--- src/rtl/fetch_unit_pkg.sv ---
// Shared types and defaults for the instruction fetch unit.
// The fetch unit has an optional feature enabled by RANGER_FETCH_BYPASS_EN.
package fetch_unit_pkg;

    localparam logic [31:0]  DEFAULT_ROM_BASE_ADDR = 32'h0000_0000;
    localparam logic [31:0]  DEFAULT_RESET_ADDR    = DEFAULT_ROM_BASE_ADDR;
    localparam int unsigned  DEFAULT_IBUF_DEPTH    = 2;

    // One buffered fetch result as presented to Decode
    typedef struct packed {
        logic [31:0] pc;
        logic [31:0] inst;
        logic        access_fault;
        logic        misaligned;
    } fetch_entry_t;

    // RUN fetches, MISALIGN emits the misaligned-redirect entry, HALT waits for redirect
    typedef enum logic [1:0] {
        ST_RUN,
        ST_MISALIGN,
        ST_HALT
    } fetch_state_t;

    function automatic logic is_misaligned(input logic [31:0] addr);
        return addr[1:0] != 2'b00;
    endfunction

endpackage

--- src/rtl/fetch_fifo.sv ---
// In-order buffer of fetch entries with flush, occupancy count and
// simultaneous push/pop. DEPTH must be a power of two.
module fetch_fifo
    import fetch_unit_pkg::*;
#(
    parameter int unsigned DEPTH = DEFAULT_IBUF_DEPTH
) (
    input  logic                     clk,
    input  logic                     rst_n,
    input  logic                     flush,
    input  logic                     push,
    input  fetch_entry_t             push_entry,
    input  logic                     pop,
    output fetch_entry_t             head,
    output logic                     empty,
    output logic                     full,
    output logic [$clog2(DEPTH):0]   count
);

    localparam int unsigned AW = $clog2(DEPTH);

    fetch_entry_t    mem [DEPTH];
    logic [AW-1:0]   rd_ptr;
    logic [AW-1:0]   wr_ptr;
    logic [AW:0]     cnt;
    logic            do_push;
    logic            do_pop;

    assign empty   = (cnt == '0);
    assign full    = (cnt == (AW+1)'(DEPTH));
    assign count   = cnt;
    assign head    = mem[rd_ptr];
    assign do_pop  = pop & ~empty;
    assign do_push = push & (~full | do_pop);

    // Entry storage; cleared on reset so the head reads as zero afterwards
    always_ff @(posedge clk or negedge rst_n) begin
        if (!rst_n) begin
            for (int unsigned i = 0; i < DEPTH; i++) begin
                mem[i] <= '0;
            end
        end else if (do_push && !flush) begin
            mem[wr_ptr] <= push_entry;
        end
    end

    // Pointers and occupancy; flush empties the buffer in one edge
    always_ff @(posedge clk or negedge rst_n) begin
        if (!rst_n) begin
            rd_ptr <= '0;
            wr_ptr <= '0;
            cnt    <= '0;
        end else if (flush) begin
            rd_ptr <= '0;
            wr_ptr <= '0;
            cnt    <= '0;
        end else begin
            if (do_push) begin
                wr_ptr <= wr_ptr + AW'(1);
            end
            if (do_pop) begin
                rd_ptr <= rd_ptr + AW'(1);
            end
            case ({do_push, do_pop})
                2'b10:   cnt <= cnt + (AW+1)'(1);
                2'b01:   cnt <= cnt - (AW+1)'(1);
                default: cnt <= cnt;
            endcase
        end
    end

endmodule

--- src/rtl/fetch_unit.sv ---
// Instruction fetch initiator: drives the ibus read port, buffers responses
// and hands them to Decode with a valid/ready handshake.
// Optional feature: RANGER_FETCH_BYPASS_EN lets a response reach Decode in
// the cycle it arrives when the buffer is empty.
module fetch_unit
    import fetch_unit_pkg::*;
#(
    parameter logic [31:0] RESET_ADDR = DEFAULT_RESET_ADDR,
    parameter int unsigned IBUF_DEPTH = DEFAULT_IBUF_DEPTH
) (
    input  logic        clk,
    input  logic        rst_n,
    output logic        ibus_rd_en,
    output logic [31:0] ibus_addr,
    input  logic [31:0] ibus_rd_data,
    input  logic        ibus_inst_access_fault,
    input  logic        redirect,
    input  logic [31:0] redirect_addr,
    output logic        inst_valid,
    input  logic        inst_ready,
    output logic [31:0] inst,
    output logic [31:0] inst_pc,
    output logic        inst_access_fault,
    output logic        inst_misaligned
);

    localparam int unsigned AW = $clog2(IBUF_DEPTH);

    fetch_state_t  state;
    fetch_state_t  state_next;
    logic [31:0]   pc;
    logic [31:0]   pc_next;
    logic          pending;
    logic [31:0]   pending_pc;
    logic          pending_fault;

    fetch_entry_t  resp_entry;
    fetch_entry_t  head_entry;
    fetch_entry_t  fifo_head;
    fetch_entry_t  push_entry;
    logic          fifo_empty;
    logic          fifo_full;
    logic          fifo_push;
    logic          fifo_pop;
    logic [AW:0]   fifo_count;
    logic [AW+1:0] occupancy;

    logic          resp_valid;
    logic          bypass_valid;
    logic          deq;
    logic          issue;

    // Response for last cycle's read, unless a redirect squashes it
    assign resp_valid = pending & ~redirect;
    assign resp_entry = '{pc: pending_pc,
                          inst: pending_fault ? '0 : ibus_rd_data,
                          access_fault: pending_fault,
                          misaligned: 1'b0};

`ifdef RANGER_FETCH_BYPASS_EN
    assign bypass_valid = fifo_empty & resp_valid;
`else
    assign bypass_valid = 1'b0;
`endif

    assign inst_valid = ~fifo_empty | bypass_valid;
    assign deq        = inst_valid & inst_ready & ~redirect;
    assign fifo_pop   = deq & ~fifo_empty;

    // Head presented to Decode: the live response while bypassing, else the buffer head
    always_comb begin
        head_entry = fifo_head;
        if (bypass_valid) begin
            head_entry = resp_entry;
        end
        inst              = head_entry.inst;
        inst_pc           = head_entry.pc;
        inst_access_fault = head_entry.access_fault;
        inst_misaligned   = head_entry.misaligned;
    end

    // Buffer write: misaligned-redirect marker or a response not consumed by bypass
    always_comb begin
        fifo_push  = 1'b0;
        push_entry = resp_entry;
        if (!redirect && state == ST_MISALIGN) begin
            fifo_push  = 1'b1;
            push_entry = '{pc: pc, inst: '0, access_fault: 1'b0, misaligned: 1'b1};
        end else if (resp_valid && !(bypass_valid && inst_ready)) begin
            fifo_push  = 1'b1;
        end
    end

    // Issue gating: room must exist for everything already owed to the buffer.
    // A faulted response in flight also blocks issue so nothing is fetched past it.
    always_comb begin
        occupancy = (AW+2)'(fifo_count) + (AW+2)'(pending) - (AW+2)'(deq);
        issue     = rst_n & (state == ST_RUN) & ~redirect
                    & ~(pending & pending_fault)
                    & (occupancy < (AW+2)'(IBUF_DEPTH));
        ibus_rd_en = issue;
        ibus_addr  = pc;
    end

    // Next PC and state; redirect takes priority over everything else
    always_comb begin
        state_next = state;
        pc_next    = pc;
        if (redirect) begin
            pc_next    = redirect_addr;
            state_next = is_misaligned(redirect_addr) ? ST_MISALIGN : ST_RUN;
        end else begin
            if (issue) begin
                pc_next = pc + 32'd4;
            end
            case (state)
                ST_RUN:      if (resp_valid && pending_fault) state_next = ST_HALT;
                ST_MISALIGN: state_next = ST_HALT;
                default:     state_next = state;
            endcase
        end
    end

    // State, PC and in-flight request registers
    always_ff @(posedge clk or negedge rst_n) begin
        if (!rst_n) begin
            state         <= ST_RUN;
            pc            <= RESET_ADDR;
            pending       <= 1'b0;
            pending_pc    <= '0;
            pending_fault <= 1'b0;
        end else begin
            state   <= state_next;
            pc      <= pc_next;
            pending <= issue;
            if (issue) begin
                pending_pc    <= pc;
                pending_fault <= ibus_inst_access_fault;
            end
        end
    end

    fetch_fifo #(
        .DEPTH(IBUF_DEPTH)
    ) u_fifo (
        .clk        (clk),
        .rst_n      (rst_n),
        .flush      (redirect),
        .push       (fifo_push),
        .push_entry (push_entry),
        .pop        (fifo_pop),
        .head       (fifo_head),
        .empty      (fifo_empty),
        .full       (fifo_full),
        .count      (fifo_count)
    );

endmodule

--- config.mk ---
export PLATFORM = sky130hd
export DESIGN_NAME = fetch_unit
export DESIGN_NICKNAME = d
export VERILOG_FILES = /design/src/rtl/fetch_unit_pkg.sv /design/src/rtl/fetch_fifo.sv /design/src/rtl/fetch_unit.sv
export SDC_FILE = /design/constraint.sdc
export NUM_CORES = 1
export LEC_CHECK = 0
export CORE_MARGIN = 10
export CORE_UTILIZATION = 53
export CTS_CLUSTER_DIAMETER = 30
export DETAILED_ROUTE_END_ITERATION = 10
export GPL_TIMING_DRIVEN = 1
export PLACE_DENSITY = 0.82
export SETUP_SLACK_MARGIN = 0.1
export SLEW_MARGIN = 20
export SYNTH_ARGS = -nofsm -noshare
export SYNTH_HDL_FRONTEND = slang
export SYNTH_SLANG_ARGS = --single-unit
--- constraint.sdc ---
create_clock -name clk -period 4.9 [get_ports clk]
set_clock_uncertainty 0.2 [all_clocks]
set_input_delay 0.98 -clock clk [delete_from_list [all_inputs] [get_ports clk]]
set_output_delay 0.98 -clock clk [all_outputs]
set_load 0.02 [all_outputs]
Yosys cells after proc, flatten, opt, wreduce, memory -nomap -nowiden
Index checks and enable logic that the tools add are counted.
- flip-flop bits (word level): 204
- bits of input ports: 69
- add/sub/neg operators: 7
- magnitude comparators: 4
- eq/ne operators: 5
- mux-type cells: 22
- bitwise gates (word level): 18
- reductions and logical operators: 14
- operator list (cell ; number):
    $mux 66 ; 5
    $bwmux 132 ; 1
    $mux 32 ; 3
    $demux 66 s1 ; 1
    $add 32x3->32 const B ; 1
    $and 1x1->1 ; 11
    $pmux 2 s2 ; 2
    $reduce_bool 2->1 ; 4
    $mux 1 ; 7
    $mux 2 ; 3
    $reduce_bool 3->1 ; 2
    $eq 2x1->1 const B ; 2
    $eq 2x2->1 const B ; 2
    $ge 2x2->1 const B ; 2
    $logic_and 1x1->1 ; 4
    $logic_not 2->1 ; 2
    $not 1->1 ; 4
    $not 1->2 ; 2
    $add 2x1->3 ; 1
    $lt 3x2->1 const B ; 1
    $ne 3x2->1 const B ; 1
    $sub 3x1->3 ; 1
    $add 1x1->1 const B ; 2
    $add 2x1->2 const B ; 1
    other kinds (5) ; 5

Longest topological paths before layout
Gate-level depths: netlist of run 1.
- word-level depth: 11
- gate-level depth with buffers: 14
- gate-level depth less buffers: 12

By module
From an unflattened synthesis of run 1, not the netlist that was laid out.
- cells, all modules: 835
- area, all modules: 9979.6 um^2
- modules (own cells, without submodules) (module ; instances ; cells an instance ; area an instance (um^2)):
    fetch_fifo ; 1 ; 377 ; 5992.0
    fetch_unit ; 1 ; 458 ; 3987.6

Worst setup path after synthesis of run 1
No wires, ideal clock.
- path kind: input to output
- start: input redirect
- end: output ibus_rd_en
- arrival time: 3.506 ns
- data required time: 3.720 ns
- setup slack: 0.214 ns
- stages: 12
- buffers on the path: 5
- path through: buf_2 -> buf_1 -> clkbuf_1 -> nor2_1 -> ha_1 -> nand2b_1 -> fa_1 -> and3b_1 -> nand3_2 -> inv_2 -> buf_2 -> buf_2
- cells in the longest elaborated chain, start to end: 5
- elaborated cells on any way between the ends: 7
- ends and longest elaborated chain (what ; RTL line ; text):
    from (decl) ; fetch_unit.sv:17 ; input logic redirect,
    $not 1->1 (*) ; fetch_unit.sv:67, fetch_unit.sv:98 ;
    $and 1x1->1 ; fetch_unit.sv:67 ; assign deq = inst_valid & inst_ready & ~redirect;
    $sub 3x1->3 ; fetch_unit.sv:97 ; occupancy = (AW+2)'(fifo_count) + (AW+2)'(pending) - (AW+2)'(deq);
    $lt 3x2->1 ; fetch_unit.sv:100 ; & (occupancy < (AW+2)'(IBUF_DEPTH));
    $and 1x1->1 (*) ; fetch_unit.sv:100 ;
    to (decl) ; fetch_unit.sv:13 ; output logic ibus_rd_en,
Every way passes the cells marked *; elsewhere a longest branch is shown, timed or not.

Worst setup path in the final report of run 1
- start: input inst_ready
- end: output ibus_rd_en
- cells in the longest elaborated chain, start to end: 5
- ends and longest elaborated chain (what ; RTL line ; text):
    from (decl) ; fetch_unit.sv:20 ; input logic inst_ready,
    $and 1x1->1 (2 in a row) ; fetch_unit.sv:67 ;
    $sub 3x1->3 ; fetch_unit.sv:97 ;
    $lt 3x2->1 ; fetch_unit.sv:100 ;
    $and 1x1->1 ; fetch_unit.sv:100 ;
No other way between the ends.

==> results_dict.tcl, run 1 <==
set metrics [dict create \
    synth-simple-area-share_pct 17.3 \
    worst_slew_pin_slew_ns 0.845 \
    syn_area_per_cell_um2 9.71 \
    hold_ws_ns 0.188 \
    antenna_found_initial 0 \
    dp_slack_ns 0.152 \
    grt_first_pass_wirelength_um 40500 \
    coreArea_um2 17300 \
    slew-limit-headroom_pct 43.6 \
    synth_top_family_by_area "simple AND/OR/NAND/NOR gates" \
    hold_class "in -> async" \
    critPathKind "in -> out" \
    n_fill_cell 1181 \
    rows 48 \
    slew_violations 0 \
    drive_gt1_share_pct 14.5 \
    grtUsageMet3_pct 5.30 \
    dieArea_um2 23400 \
    fin_cells 1380 \
    cp_slowest_stage_delay_ns 0.48 \
    nets 1198 \
    numCtsBuffers 40 \
    crit_fanout 2 \
    die_x_um 153 \
    synth_edf_count 0 \
    crit_required_ns 3.72 \
    reg2regPathDepth 14 \
    async_reset_ff_share_pct 100 \
    synth-seq-area-share_pct 54.4 \
    die_h_um 153 \
    rr_endpoint "ibus_addr[31]" \
    synth_cell_types 56 \
    clock_sinks 204 \
    synth-compound-area-share_pct 12.4 \
    fin_tns_setup_ns 0 \
    clockBufferDepth 3 \
    synth.area.mux_share_pct 11.8 \
    grt_pass1_vias 7786 \
    detail-route-antenna-nets 0 \
    routedWlPerCell_um 18.0 \
    rsz0062_at_grt "false" \
    max_freq_mhz 230 \
    clock_latency_ns 0.51 \
    htreeDepth 2 \
    worstPathArrival_ns 3.17 \
    cap_violations 0 \
    drc 0 \
    setup_ws_ns 0.547 \
    startpoint_type "input port" \
    synth_xor_area_share_pct 0.374 \
    synthCells 966 \
    vias_per_cell 5.58 \
    most-common-layout-cells "nand2_1, dfrtp_1, clkdlybuf4s50_1, o21ai_0, mux2_2" \
    syn_to_final_growth_pct 34.8 \
    max-vdd-ir-drop_v 0.000340 \
    start_util_pct 54.2 \
    p_per_area_nw_per_um2 588 \
    gp_congestion 0.837 \
    slowest_stage "clkdlybuf4s50_1" \
    period_minus_slack_ns 4.35 \
    ys_ff_latch 204 \
    yosys.area_share.adder_pct 0.480 \
    portBuffers 168 \
    yosys_most_used_dff "dfrtp_1" \
    grtUsageTotal_pct 20.6 \
    place_hpwl_um 15600 \
    r2r-start "u_fifo.count[1]" \
    rrSetupSlack_ns 1.00 \
    clkTransAtPathRegs_ns 0.05 \
    grt-busiest-layer "met2" \
    status "complete, no violations" \
    globalRoute.totalOverflow 0 \
    cts-root-buf "clkbuf_16" \
    min_period_over_period_pct 88.8 \
    antennaDiodeCount 0 \
    postSynthNetCount 1038 \
    setup_viol 0 \
    worst-path-buf-inv 3 \
    critical-path-top-delay-family "buffers and inverters" \
    finalHoldViolCount 0 \
    layout_commonest_cell "nand2_1" \
    yosys_warnings 0 \
    first_pass_iters 6 \
    grtUsageMet1_pct 27.2 \
    drtIter0Drc 552 \
    wl_um 24800 \
    netlist_area_um2 9380 \
    crit_path_cell_trace "clkdlybuf4s50_1 -> nand2_1 -> nor2_1 -> ha_1 -> nand2b_1 -> fa_1 -> and3b_1 -> nand3_2 -> inv_2 -> dlymetal6s2s_1" \
    p_leak_nw 5.84 \
    crit_path_end_kind "output pin" \
    cts_hold_buf 0 \
    io_pins 169 \
    vias 7697 \
    dp_cells 1309 \
    grt_use_met2_pct 32.2 \
    cts_tree "built" \
    grt_max_degree 162 \
]
through the flow:
step / total power [mW] / cell area [µm²] / utilization, %
2_1_floorplan: 3.69 / 9380 / -
3_3_place_gp: 4.50 / 11200 / 64.8
3_5_place_dp: 4.59 / 11200 / 64.8
4_1_cts: 7.50 / 12600 / 73.1
5_1_grt: 7.83 / 12600 / 73.1
6_report: 7.43 / 12600 / 73.1
cell usage after synthesis, types with 3 or more instances:
| cell type | n | area share [%] |
|---|---|---|
| a21oi_1 | 9 | 0.48 |
| nand3_2 | 4 | 0.43 |
| mux2i_1 | 34 | 3.6 |
| buf_2 | 27 | 1.4 |
| nor4_1 | 4 | 0.27 |
| or4_1 | 5 | 0.40 |
| nand3_1 | 14 | 0.75 |
| clkbuf_1 | 29 | 1.2 |
| nor3_1 | 4 | 0.21 |
| o21ai_0 | 144 | 7.7 |
| nand2_1 | 298 | 12 |
| inv_1 | 7 | 0.28 |
| a221o_1 | 5 | 0.53 |
| mux2_2 | 68 | 8.2 |
| o211ai_1 | 5 | 0.40 |
| nand2b_1 | 3 | 0.20 |
| buf_1 | 5 | 0.20 |
| dfrtp_1 | 204 | 54 |
| and2_1 | 4 | 0.27 |
| nand4_1 | 9 | 0.60 |
| o21ai_1 | 8 | 0.43 |
| a31oi_1 | 3 | 0.20 |
| a32oi_1 | 3 | 0.28 |
| o311ai_0 | 9 | 0.84 |
| nor2_1 | 20 | 0.80 |
per-layer routing:
metal,share of wire [%],vias up
li1,-,3663
met1,44,3708
met5,0,-
met4,1.8,0
met2,47,289
met3,7.1,37
flip-flops by register name, indices dropped and copies added, names as in the netlist:
| signal | count |
|---|---|
| u_fifo.rd_ptr | 1 |
| u_fifo.wr_ptr | 1 |
| pending_fault | 1 |
| pending | 1 |
| u_fifo.mem | 132 |
| state | 2 |
| ibus_addr | 32 |
| u_fifo.count | 2 |
| pending_pc | 32 |
worst max-delay path by stage:
stage	depth (start not counted)	slack [ns]	to	start
finish	10	0.55	ibus_rd_en	inst_ready
global route	10	0.40	ibus_rd_en	inst_ready
CTS	10	0.15	ibus_rd_en	inst_ready
detailed placement	10	0.15	ibus_rd_en	inst_ready
global placement	10	0.18	ibus_rd_en	inst_ready
floorplan	12	0.21	ibus_rd_en	redirect
worst register-to-register path, delay by kind of cell (launching register included):
family | cells | cell delay (ns)
DFF | 1 | 0.46
and+or+nand+nor | 7 | 1.24
AOI/OAI and AO/OA | 2 | 0.33
adders and majority gates | 2 | 0.74
buffers and inverters | 3 | 0.76
report_power, final:
part / switching, mW / internal [mW] / leakage [nW] / total (mW)
Sequential: 0.340 / 2.25 / 2.62 / 2.59
Combinational: 1.06 / 0.928 / 2.52 / 1.99
Clock: 0.859 / 1.99 / 0.698 / 2.85
Total: 2.26 / 5.17 / 5.84 / 7.43
kinds of logic after synthesis:
| group | count (synthesis) |
|---|---|
| AOI/OAI and AO/OA | 203 |
| xor gates and xnor gates | 4 |
| adders and majority gates | 3 |
| buffers and inverters | 71 |
| DFF | 204 |
| muxes | 102 |
| and+or+nand+nor | 379 |
area by class of cell:
class,count,area (µm²),area share (%)
Sequential cell,204,5110,40.4
Timing Repair Buffer,181,1820,14.4
Clock inverter,23,343,2.71
Clock buffer,48,1080,8.56
Tap cell,225,282,2.23
Multi-Input combinational cell,691,3970,31.4
Inverter,8,30.0,0.238
timing repair:
action,CTS,global route
gates resized for setup,0,1
buffers inserted,0,0
endpoints found under the setup margin,0,1
(Power assumes the default switching activity.)
==> inputs of run 2 (changes only) <==
CTS_CLUSTER_DIAMETER = 40   (was 30)
==> results_dict.tcl, run 2 (synthesis results as in run 1) <==
set metrics [dict create \
    globalRoute.totalOverflow 0 \
    most-common-layout-cells "nand2_1, dfrtp_1, clkdlybuf4s50_1, o21ai_0, mux2_2" \
    die_h_um 153 \
    setup_ws_ns 0.550 \
    crit_fanout 2 \
    rows 48 \
    cp_slowest_stage_delay_ns 0.48 \
    worstPathArrival_ns 3.17 \
    p_sw_share_pct 33.7 \
    coreArea_um2 17300 \
    cap_violations 0 \
    period_minus_slack_ns 4.35 \
    reg2regPathDepth 14 \
    crit_path_end_kind "output pin" \
    dieArea_um2 23400 \
    grt_use_met2_pct 32.2 \
    finalHoldViolCount 0 \
    portBuffers 168 \
    drtIter0Drc 422 \
    p_per_area_nw_per_um2 542 \
    grt_first_pass_wirelength_um 40400 \
    grt_pass1_vias 7720 \
    grt_max_degree 162 \
    slowest_stage "clkdlybuf4s50_1" \
    grtUsageMet3_pct 4.77 \
    drc 0 \
    dp_slack_ns 0.152 \
    grtUsageTotal_pct 20.3 \
    critical-path-top-delay-family "buffers and inverters" \
    routedWlPerCell_um 18.1 \
    worst_slew_pin_slew_ns 0.833 \
    antenna_found_initial 0 \
    clock_latency_ns 0.53 \
    max_freq_mhz 230 \
    first_pass_iters 7 \
    rr_endpoint "ibus_addr[31]" \
    clock_sinks 204 \
    layout_commonest_cell "nand2_1" \
    antennaDiodeCount 0 \
    top_register "u_fifo.mem" \
    status "complete, no violations" \
    cts_tree "built" \
    rsz0062_at_grt "false" \
    p_comb_share_pct 30.4 \
    vias_per_cell 5.61 \
    place_hpwl_um 15600 \
    io_pins 169 \
    worst-path-buf-inv 3 \
    max-vdd-ir-drop_v 0.000305 \
    largest_reg_flops 132 \
    min_period_over_period_pct 88.8 \
    drive_gt1_share_pct 13.4 \
    p_leak_nw 5.60 \
    startpoint_type "input port" \
    grt-busiest-layer "met2" \
    critPathKind "in -> out" \
    rrSetupSlack_ns 1.00 \
    fin_tns_setup_ns 0 \
    hold_ws_ns 0.164 \
    hold_class "in -> async" \
    n_fill_cell 1244 \
    pwr-share-clk_pct 30.3 \
    htreeDepth 1 \
    slew-limit-headroom_pct 44.4 \
    nets 1186 \
    wl_um 24700 \
    clockBufferDepth 3 \
    cts-root-buf "clkbuf_16" \
    vias 7634 \
    p_seq_share_pct 39.3 \
    gp_congestion 0.837 \
    start_util_pct 54.2 \
    switchingPower_mw 2.22 \
    detail-route-antenna-nets 0 \
    slew_violations 0 \
    setup_viol 0 \
    die_x_um 153 \
    p_int_mw 4.37 \
    numCtsBuffers 28 \
    syn_to_final_growth_pct 29.6 \
    grtUsageMet1_pct 27.2 \
    crit_required_ns 3.72 \
    crit_path_cell_trace "clkdlybuf4s50_1 -> nand2_1 -> nor2_1 -> ha_1 -> nand2b_1 -> fa_1 -> and3b_1 -> nand3_2 -> inv_2 -> dlymetal6s2s_1" \
    clkTransAtPathRegs_ns 0.06 \
    r2r-start "u_fifo.count[1]" \
]
run 2: cell count changes in the layout (fill, tap and decap cells not counted), sizes merged:
cell	change
clkbuf	-18
bufinv	-6
inv	+6
clkinv	-1
run 2: how the worst max path moves through the flow:
stage	start	end	slack, ns	cells past startpoint
3_3_place_gp	inst_ready	ibus_rd_en	0.18	10
2_1_floorplan	redirect	ibus_rd_en	0.21	12
4_1_cts	inst_ready	ibus_rd_en	0.15	10
3_5_place_dp	inst_ready	ibus_rd_en	0.15	10
6_report	inst_ready	ibus_rd_en	0.55	10
5_1_grt	inst_ready	ibus_rd_en	0.40	10
run 2: timing repair:
item / CTS / global route
hold buffers: 0 / 0
setup endpoints to repair: 0 / 1
resized for setup: 0 / 1
hold endpoints to repair: 0 / 0
buffers inserted: 0 / 0
run 2: layout make-up:
| type | instances | area, µm² | area share, % |
|---|---|---|---|
| clock buffer | 30 | 718 | 5.91 |
| clock inverter | 22 | 221 | 1.82 |
| inverter | 8 | 30.0 | 0.247 |
| multi-input combinational | 691 | 3970 | 32.7 |
| sequential | 204 | 5110 | 42.0 |
| tap | 225 | 282 | 2.32 |
| timing repair buffer | 181 | 1820 | 15.0 |
run 2: power groups by stage:
stage / registers (mW) / logic, mW / clock network [mW]
after global routing: 2.66 / 2.20 / 2.11
after detailed placement: 2.60 / 1.99 / 0
final: 2.59 / 2.00 / 1.99
after CTS: 2.59 / 2.03 / 2.02
after floorplan: 2.53 / 1.16 / 0
after global placement: 2.56 / 1.94 / 0
run 2: worst reg2reg max path: cells and delay by family (launching register included):
kind | cells | cell delay (ns)
flops | 1 | 0.46
fa+ha+maj | 2 | 0.74
buf+inv | 3 | 0.75
simple gates | 7 | 1.24
compound gates | 2 | 0.34
run 2: metrics by stage:
step	area, µm²	utilization (%)	total power, mW	cells
finish	12200	70.3	6.58	1361
global route	12200	70.3	6.96	1361
CTS	12200	70.3	6.64	1361
detailed placement	11200	64.8	4.59	1309
global placement	11200	64.8	4.50	1309
floorplan	9380	-	3.69	966
run 2: per-layer routing:
layer	share of wire [%]	vias up	wire length, µm
met1	44	3703	10900
met2	47	264	11600
li1	-	3627	-
met3	6.7	40	1650
met4	2.0	0	487
met5	0	-	0
==> inputs of run 3 (changes only) <==
GPL_TIMING_DRIVEN = not set   (was 1)
==> results of run 3 <==
Final layout, timing and power as in run 2 (identical DEF).
